$ cat src/rtl/riscv_pkg.sv
// Shared RV32I load/store definitions.
// Holds the funct3 width/sign codes used by the load/store unit and the
// state enumeration of its control FSM.
package riscv_pkg;

    // funct3 width/sign codes (loads use all five, stores the first three)
    localparam logic [2:0] F3_B  = 3'b000;
    localparam logic [2:0] F3_H  = 3'b001;
    localparam logic [2:0] F3_W  = 3'b010;
    localparam logic [2:0] F3_BU = 3'b100;
    localparam logic [2:0] F3_HU = 3'b101;

    typedef enum logic [2:0] {
        LSU_IDLE = 3'd0,
        LSU_RD   = 3'd1,
        LSU_EXT  = 3'd2,
        LSU_WR   = 3'd3,
        LSU_RESP = 3'd4
    } lsu_state_e;

endpackage

$ cat src/rtl/load_store_unit_if.sv
// Bus bundle for the load/store unit.
// Carries the core request/response channel and the word-wide data memory
// port. Handshake: a request transfers on a rising clk edge where
// req_valid && req_ready are both high; resp_valid is a single-cycle pulse
// with no backpressure; mem_rdata is valid the cycle after mem_r_enable and
// is held while mem_r_enable stays low.
//   slave  : the load/store unit (receives requests, drives memory strobes)
//   master : the core + memory side
interface load_store_unit_if #(
    parameter int ADDR_W = 32
) ();
    logic              req_valid;
    logic              req_ready;
    logic              req_we;
    logic [2:0]        req_funct3;
    logic [ADDR_W-1:0] req_addr;
    logic [31:0]       req_wdata;
    logic              resp_valid;
    logic [31:0]       resp_rdata;
    logic              resp_error;
    logic [ADDR_W-1:0] mem_addr;
    logic              mem_r_enable;
    logic              mem_w_enable;
    logic [31:0]       mem_wdata;
    logic [31:0]       mem_rdata;

    modport slave (
        input  req_valid, req_we, req_funct3, req_addr, req_wdata, mem_rdata,
        output req_ready, resp_valid, resp_rdata, resp_error,
               mem_addr, mem_r_enable, mem_w_enable, mem_wdata
    );

    modport master (
        output req_valid, req_we, req_funct3, req_addr, req_wdata, mem_rdata,
        input  req_ready, resp_valid, resp_rdata, resp_error,
               mem_addr, mem_r_enable, mem_w_enable, mem_wdata
    );
endinterface

$ cat src/rtl/lsu_align.sv
// Combinational alignment helper for the load/store unit.
// Ports:
//   we_i, funct3_i, addr_lo_i : access kind, width code, byte offset in word
//   wdata_i                   : store data, right-justified
//   rdata_i                   : word read from memory
//   error_o                   : illegal funct3 or misaligned access
//   load_data_o               : extracted and sign/zero-extended load value
//   merge_data_o              : rdata_i with the addressed byte/half replaced
module lsu_align
    import riscv_pkg::*;
(
    input  logic        we_i,
    input  logic [2:0]  funct3_i,
    input  logic [1:0]  addr_lo_i,
    input  logic [31:0] wdata_i,
    input  logic [31:0] rdata_i,
    output logic        error_o,
    output logic [31:0] load_data_o,
    output logic [31:0] merge_data_o
);
    logic        illegal;
    logic        misaligned;
    logic [7:0]  byte_v;
    logic [15:0] half_v;

    always_comb begin
        illegal = we_i ? !(funct3_i inside {F3_B, F3_H, F3_W})
                       : !(funct3_i inside {F3_B, F3_H, F3_W, F3_BU, F3_HU});
        // funct3[1:0]==01 covers both H and HU
        misaligned = ((funct3_i[1:0] == 2'b01) && addr_lo_i[0]) ||
                     ((funct3_i == F3_W) && (addr_lo_i != 2'b00));
        error_o = illegal || misaligned;

        byte_v = rdata_i[{addr_lo_i, 3'b000} +: 8];
        half_v = rdata_i[{addr_lo_i[1], 4'b0000} +: 16];

        case (funct3_i)
            F3_B:    load_data_o = {{24{byte_v[7]}}, byte_v};
            F3_H:    load_data_o = {{16{half_v[15]}}, half_v};
            F3_BU:   load_data_o = {24'd0, byte_v};
            F3_HU:   load_data_o = {16'd0, half_v};
            default: load_data_o = rdata_i;
        endcase

        merge_data_o = rdata_i;
        case (funct3_i)
            F3_B:    merge_data_o[{addr_lo_i, 3'b000} +: 8]     = wdata_i[7:0];
            F3_H:    merge_data_o[{addr_lo_i[1], 4'b0000} +: 16] = wdata_i[15:0];
            default: merge_data_o = wdata_i;
        endcase
    end
endmodule

$ cat src/rtl/load_store_unit.sv
// RV32I load/store unit with a word-wide data memory port.
// Loads read the aligned word and extract/extend the addressed byte/half;
// SB/SH do read-modify-write; SW writes directly; illegal or misaligned
// requests respond with resp_error and touch no memory. All outputs are
// registered.
// Ports:
//   clk, rst_n : clock, asynchronous active-low reset
//   lsu_bus    : request/response and data memory signals (slave side)
//   state_o    : current FSM state, for observation
module load_store_unit
    import riscv_pkg::*;
#(
    parameter int ADDR_W = 32
) (
    input  logic                clk,
    input  logic                rst_n,
    load_store_unit_if.slave    lsu_bus,
    output lsu_state_e          state_o
);
    lsu_state_e        state_q, state_d;
    logic              we_q, we_d;
    logic [2:0]        f3_q, f3_d;
    logic [1:0]        addr_lo_q, addr_lo_d;
    logic [31:0]       wdata_q, wdata_d;
    logic              req_ready_q, req_ready_d;
    logic              resp_valid_q, resp_valid_d;
    logic [31:0]       resp_rdata_q, resp_rdata_d;
    logic              resp_error_q, resp_error_d;
    logic [ADDR_W-1:0] mem_addr_q, mem_addr_d;
    logic              mem_r_q, mem_r_d;
    logic              mem_w_q, mem_w_d;
    logic [31:0]       mem_wdata_q, mem_wdata_d;

    logic              accept;
    logic              sel_req;
    logic              al_error;
    logic [31:0]       al_load;
    logic [31:0]       al_merge;

    assign accept  = lsu_bus.req_valid && req_ready_q;
    // In IDLE the helper checks the incoming request; afterwards it works on
    // the latched request and the word returned by memory.
    assign sel_req = (state_q == LSU_IDLE);

    lsu_align u_align (
        .we_i        (sel_req ? lsu_bus.req_we        : we_q),
        .funct3_i    (sel_req ? lsu_bus.req_funct3    : f3_q),
        .addr_lo_i   (sel_req ? lsu_bus.req_addr[1:0] : addr_lo_q),
        .wdata_i     (wdata_q),
        .rdata_i     (lsu_bus.mem_rdata),
        .error_o     (al_error),
        .load_data_o (al_load),
        .merge_data_o(al_merge)
    );

    always_comb begin
        state_d      = state_q;
        we_d         = we_q;
        f3_d         = f3_q;
        addr_lo_d    = addr_lo_q;
        wdata_d      = wdata_q;
        mem_addr_d   = mem_addr_q;
        mem_wdata_d  = mem_wdata_q;
        resp_rdata_d = '0;
        resp_error_d = 1'b0;

        case (state_q)
            LSU_IDLE: begin
                if (accept) begin
                    we_d       = lsu_bus.req_we;
                    f3_d       = lsu_bus.req_funct3;
                    addr_lo_d  = lsu_bus.req_addr[1:0];
                    wdata_d    = lsu_bus.req_wdata;
                    mem_addr_d = {lsu_bus.req_addr[ADDR_W-1:2], 2'b00};
                    if (al_error) begin
                        state_d      = LSU_RESP;
                        resp_error_d = 1'b1;
                    end else if (lsu_bus.req_we && (lsu_bus.req_funct3 == F3_W)) begin
                        state_d     = LSU_WR;
                        mem_wdata_d = lsu_bus.req_wdata;
                    end else begin
                        state_d = LSU_RD;
                    end
                end
            end
            LSU_RD:  state_d = LSU_EXT;
            LSU_EXT: begin
                // mem_rdata holds the addressed word during EXT
                if (we_q) begin
                    mem_wdata_d = al_merge;
                    state_d     = LSU_WR;
                end else begin
                    resp_rdata_d = al_load;
                    state_d      = LSU_RESP;
                end
            end
            LSU_WR:   state_d = LSU_RESP;
            LSU_RESP: state_d = LSU_IDLE;
            default:  state_d = LSU_IDLE;
        endcase

        // Outputs are registered copies decoded from the next state
        req_ready_d  = (state_d == LSU_IDLE);
        resp_valid_d = (state_d == LSU_RESP);
        mem_r_d      = (state_d == LSU_RD);
        mem_w_d      = (state_d == LSU_WR);
    end

    always_ff @(posedge clk or negedge rst_n) begin
        if (!rst_n) begin
            state_q      <= LSU_IDLE;
            we_q         <= 1'b0;
            f3_q         <= '0;
            addr_lo_q    <= '0;
            wdata_q      <= '0;
            req_ready_q  <= 1'b0;
            resp_valid_q <= 1'b0;
            resp_rdata_q <= '0;
            resp_error_q <= 1'b0;
            mem_addr_q   <= '0;
            mem_r_q      <= 1'b0;
            mem_w_q      <= 1'b0;
            mem_wdata_q  <= '0;
        end else begin
            state_q      <= state_d;
            we_q         <= we_d;
            f3_q         <= f3_d;
            addr_lo_q    <= addr_lo_d;
            wdata_q      <= wdata_d;
            req_ready_q  <= req_ready_d;
            resp_valid_q <= resp_valid_d;
            resp_rdata_q <= resp_rdata_d;
            resp_error_q <= resp_error_d;
            mem_addr_q   <= mem_addr_d;
            mem_r_q      <= mem_r_d;
            mem_w_q      <= mem_w_d;
            mem_wdata_q  <= mem_wdata_d;
        end
    end

    assign lsu_bus.req_ready    = req_ready_q;
    assign lsu_bus.resp_valid   = resp_valid_q;
    assign lsu_bus.resp_rdata   = resp_rdata_q;
    assign lsu_bus.resp_error   = resp_error_q;
    assign lsu_bus.mem_addr     = mem_addr_q;
    assign lsu_bus.mem_r_enable = mem_r_q;
    assign lsu_bus.mem_w_enable = mem_w_q;
    assign lsu_bus.mem_wdata    = mem_wdata_q;
    assign state_o              = state_q;
endmodule

$ cat src/flat_wrapper.sv
// flat-port wrapper written by rule: the top's interface ports become plain ports
module load_store_unit_flat import riscv_pkg::*;
#(
    parameter int ADDR_W = 32
)
  (clk, rst_n, state_o, lsu_bus_req_valid, lsu_bus_req_we, lsu_bus_req_funct3, lsu_bus_req_addr, lsu_bus_req_wdata, lsu_bus_mem_rdata, lsu_bus_req_ready, lsu_bus_resp_valid, lsu_bus_resp_rdata, lsu_bus_resp_error, lsu_bus_mem_addr, lsu_bus_mem_r_enable, lsu_bus_mem_w_enable, lsu_bus_mem_wdata);
  load_store_unit_if #(.ADDR_W(ADDR_W)) lsu_bus_i ();
  input  logic clk;
  input  logic rst_n;
  output lsu_state_e state_o;
  input wire logic [$bits(lsu_bus_i.req_valid)-1:0] lsu_bus_req_valid;
  input wire logic [$bits(lsu_bus_i.req_we)-1:0] lsu_bus_req_we;
  input wire logic [$bits(lsu_bus_i.req_funct3)-1:0] lsu_bus_req_funct3;
  input wire logic [$bits(lsu_bus_i.req_addr)-1:0] lsu_bus_req_addr;
  input wire logic [$bits(lsu_bus_i.req_wdata)-1:0] lsu_bus_req_wdata;
  input wire logic [$bits(lsu_bus_i.mem_rdata)-1:0] lsu_bus_mem_rdata;
  output wire logic [$bits(lsu_bus_i.req_ready)-1:0] lsu_bus_req_ready;
  output wire logic [$bits(lsu_bus_i.resp_valid)-1:0] lsu_bus_resp_valid;
  output wire logic [$bits(lsu_bus_i.resp_rdata)-1:0] lsu_bus_resp_rdata;
  output wire logic [$bits(lsu_bus_i.resp_error)-1:0] lsu_bus_resp_error;
  output wire logic [$bits(lsu_bus_i.mem_addr)-1:0] lsu_bus_mem_addr;
  output wire logic [$bits(lsu_bus_i.mem_r_enable)-1:0] lsu_bus_mem_r_enable;
  output wire logic [$bits(lsu_bus_i.mem_w_enable)-1:0] lsu_bus_mem_w_enable;
  output wire logic [$bits(lsu_bus_i.mem_wdata)-1:0] lsu_bus_mem_wdata;
  assign lsu_bus_i.req_valid = lsu_bus_req_valid;
  assign lsu_bus_i.req_we = lsu_bus_req_we;
  assign lsu_bus_i.req_funct3 = lsu_bus_req_funct3;
  assign lsu_bus_i.req_addr = lsu_bus_req_addr;
  assign lsu_bus_i.req_wdata = lsu_bus_req_wdata;
  assign lsu_bus_i.mem_rdata = lsu_bus_mem_rdata;
  assign lsu_bus_req_ready = lsu_bus_i.req_ready;
  assign lsu_bus_resp_valid = lsu_bus_i.resp_valid;
  assign lsu_bus_resp_rdata = lsu_bus_i.resp_rdata;
  assign lsu_bus_resp_error = lsu_bus_i.resp_error;
  assign lsu_bus_mem_addr = lsu_bus_i.mem_addr;
  assign lsu_bus_mem_r_enable = lsu_bus_i.mem_r_enable;
  assign lsu_bus_mem_w_enable = lsu_bus_i.mem_w_enable;
  assign lsu_bus_mem_wdata = lsu_bus_i.mem_wdata;
  load_store_unit #(.ADDR_W(ADDR_W)) u_core (.clk(clk), .rst_n(rst_n), .lsu_bus(lsu_bus_i), .state_o(state_o));
endmodule
$ cat config.mk
export PLATFORM = sky130hd
export DESIGN_NAME = load_store_unit_flat
export DESIGN_NICKNAME = d
export VERILOG_FILES = /design/src/rtl/riscv_pkg.sv /design/src/rtl/load_store_unit_if.sv /design/src/rtl/lsu_align.sv /design/src/rtl/load_store_unit.sv /design/src/flat_wrapper.sv
export SDC_FILE = /design/constraint.sdc
export NUM_CORES = 1
export LEC_CHECK = 0
export CORE_MARGIN = 5
export CORE_UTILIZATION = 30
export DETAILED_ROUTE_END_ITERATION = 7
export SYNTH_ARGS = -nofsm -noshare
export SYNTH_HDL_FRONTEND = slang
export SYNTH_SLANG_ARGS = --single-unit
$ cat constraint.sdc
create_clock -name clk -period 4.3 [get_ports clk]
set_input_delay 0.645 -clock clk [delete_from_list [all_inputs] [get_ports clk]]
set_output_delay 0.645 -clock clk [all_outputs]
set_load 0.05 [all_outputs]
==> impl_metrics.toml <==
[run_status]
outcome = "finished, final reports clean"

[sta]
post-route-period-util_pct = 76.1
holdWs_ns = 0.253
fmax_ghz = 0.306
setup_viol = 0
fin_crit_ns = 3.27
finalSetupTns_ns = 0
slew-limit-headroom_pct = 35.3
worst_pin_slew_ns = 0.951
fin_skew_ns = 0.00879
drv_slew = 0
rsz0062_at_grt = "false"
hold_viol_final = 0

[cells_and_area]
layout-drive-gt1-share_pct = 16.0
area_growth_pct = 41.0
nFillCells = 2311
nNetsFinal = 980
utilization_pct = 43.1

[grt]
grt_start_max_net_pins = 71
grt_pass1_wl_microns = 37900
grtUsageTotal_pct = 18.3
grt_use_met3_pct = 3.57
met1_usage_pct = 24.8
grt_most_used_layer = "met2"
grt-ovfl-total = 0
use_met2_pct = 29.1
first_global_vias = 6368
antenna_found_initial = 1

[worst_hold_path]
hold_class = "input port to async pin"

[route]
drc = 0
drt_first_pass_iters = 5
drt-initial-drc-count = 511
via_count = 6246
viasPerCell = 5.19
routed_wl_microns = 25100
routedWlPerCell_microns = 20.9
ant_nets = 0

[yosys]
yosys_warnings = 0
syn-cell-area_sq_mm = 0.00720
ys_ff_latch = 140
ys.flop_type = "dfrtp_1"
synth_area_leaders = "dfrtp_1 49%, mux2_2 11%, a21oi_1 5.2%"
postSynthAreaPerCell_sq_um = 10.6
yosys.area.top_type = "dfrtp_1"
async_flop_share_pct = 100
yosys.cell_count.top_type = "dfrtp_1"
synth_cells = 680
synth_cell_type_count = 61
synth_top_area_share_pct = 48.6
synthTopCellsByCount = "140 x dfrtp_1, 75 x a21oi_1, 70 x mux2_2"
synth_edf_count = 0
yosysSeqAreaShare_pct = 48.6

[clock_network]
cts_resized = 0
post-cts-setup-buffers = 0
clkTransAtPathRegs_ns = 0.06
h-tree-depth = 4
clock_sinks = 140
clockBufferDepth = 2
holdBufCountCts = 0
clk_latency_ns = 0.42
cts-root-buf = "clkbuf_16"
cts_tree = "built"
cts_made_buffers = 17

[critical_path]
cp_data_required_time_ns = 4.59
worstSetupPathType = "flop to flop"
path_max_fanout = 14
reg2reg_from = "u_core.state_o[1]$_DFF_PN0_"
critPathLaunch = "u_core.state_o[1]$_DFF_PN0_"
reg2regPathDepth = 5
end_kind = "flop"
start_kind = "flop"
crit_arrival_ns = 3.56

[power]
irDropWorstVdd_v = 0.000304
p_leak_nw = 4.13
power.density_mw_per_mm2 = 874

[placement]
hpwl_microns = 18300
io_buffers = 204
routabilityCongestion = 0.924

[die]
die_w_microns = 165
core_area_sq_mm = 0.0235
die_area_sq_mm = 0.0272
io_pins = 207
initial_core_util_pct = 30.6
die_h_microns = 165
num_rows = 56

[flow_run]
maxCapViolations = 0
report_power, final:
group          switching (mW)  internal [mW]  total, mW  leakage [nW]
sequential              0.517           1.88       2.40          1.74
combinational            3.12           1.84       4.96          2.11
clock                   0.561          0.960       1.52         0.284
total                    4.20           4.68       8.88          4.13
flip-flops by register name, indices dropped and copies added, names as in the netlist, 2 cells and up:
name	count
u_core.lsu_bus.mem_addr	30
u_core.addr_lo_q	2
u_core.state_o	3
u_core.lsu_bus.mem_wdata	32
u_core.lsu_bus.resp_rdata	32
u_core.f3_q	3
u_core.wdata_q	32
kinds of logic (layout without fill, tap and decap cells):
group | Yosys count | after routing | share of synthesized area, %
AOI/OAI and AO/OA | 249 | 249 | 23.5
adders and majority gates | 5 | 5 | 0.869
buffers and inverters | 69 | 271 | 4.33
DFF | 140 | 140 | 48.6
muxes | 87 | 87 | 13.5
other | 1 | 3 | 0.0521
and+or+nand+nor | 129 | 129 | 9.10
placed cells by master (no fill, tap or decap), types with 3 or more instances in the layout:
master,n
clkdlybuf4s50_1,203
dfrtp_1,140
a21oi_1,75
mux2_2,70
nor2_1,62
o21ai_0,41
a22o_1,25
nand3_1,21
inv_1,18
a21o_1,18
buf_4,18
o221ai_1,17
clkbuf_16,17
nand2_1,15
mux2i_1,13
a31oi_1,11
nor2b_1,10
o31ai_1,9
o211ai_1,8
a221oi_1,8
a22oi_1,7
o21a_1,6
ha_1,5
o221a_2,4
o22ai_1,4
clkinvlp_4,4
bufinv_16,4
nor3_1,3
clkinv_2,3
layer usage:
metal	share of wire, %	wire (microns)
met1	44	11100
met2	47	11800
met3	6.2	1560
met4	2.5	620
met5	0	0
critical path, stage by stage, from the launching register on:
cell and delay, ns:
dfrtp_1 0.62, nor3_4 0.59, mux2i_2 0.87, o22ai_1 0.42, a221oi_1 0.51, o31ai_1 0.13
path summary, 6_finish.rpt:
kind | endpoint | slack [ns]
setup / recovery | u_core.lsu_bus.mem_wdata[11]$_DFFE_PN0P_ | 1.03
max in group asynchronous | u_core.lsu_bus.mem_wdata[31]$_DFFE_PN0P_ | 3.09
hold reg to reg | u_core.lsu_bus.mem_addr[13]$_DFFE_PN0P_ | 0.50
hold / removal | u_core.lsu_bus.mem_addr[16]$_DFFE_PN0P_ | 0.25
min in group clk | u_core.lsu_bus.mem_addr[13]$_DFFE_PN0P_ | 0.50
setup reg to reg | u_core.lsu_bus.mem_wdata[11]$_DFFE_PN0P_ | 1.03
area by class of cell:
cell class / instances / area, sq um / share of cell area (%)
Clock buffer: 18 / 429 / 4.23
Inverter: 19 / 71.3 / 0.702
Multi-Input combinational cell: 472 / 3400 / 33.4
Antenna cell: 1 / 2.50 / 0.0246
Tap cell: 319 / 399 / 3.93
Clock inverter: 12 / 174 / 1.71
Sequential cell: 140 / 3500 / 34.5
Timing Repair Buffer: 222 / 2180 / 21.5
stage by stage:
stage | setup WS [ns] | power, mW | instances | instance area, sq um
final | 1.03 | 8.88 | 1203 | 10200
after global routing | 0.886 | 9.31 | 1203 | 10200
after CTS | 1.06 | 8.90 | 1202 | 10200
after detailed placement | 0.792 | 7.33 | 1172 | 9550
after global placement | 0.869 | 7.31 | 1172 | 9550
after floorplan | 1.06 | 5.71 | 681 | 7210
Note: power is estimated with default switching activity, not from simulation.
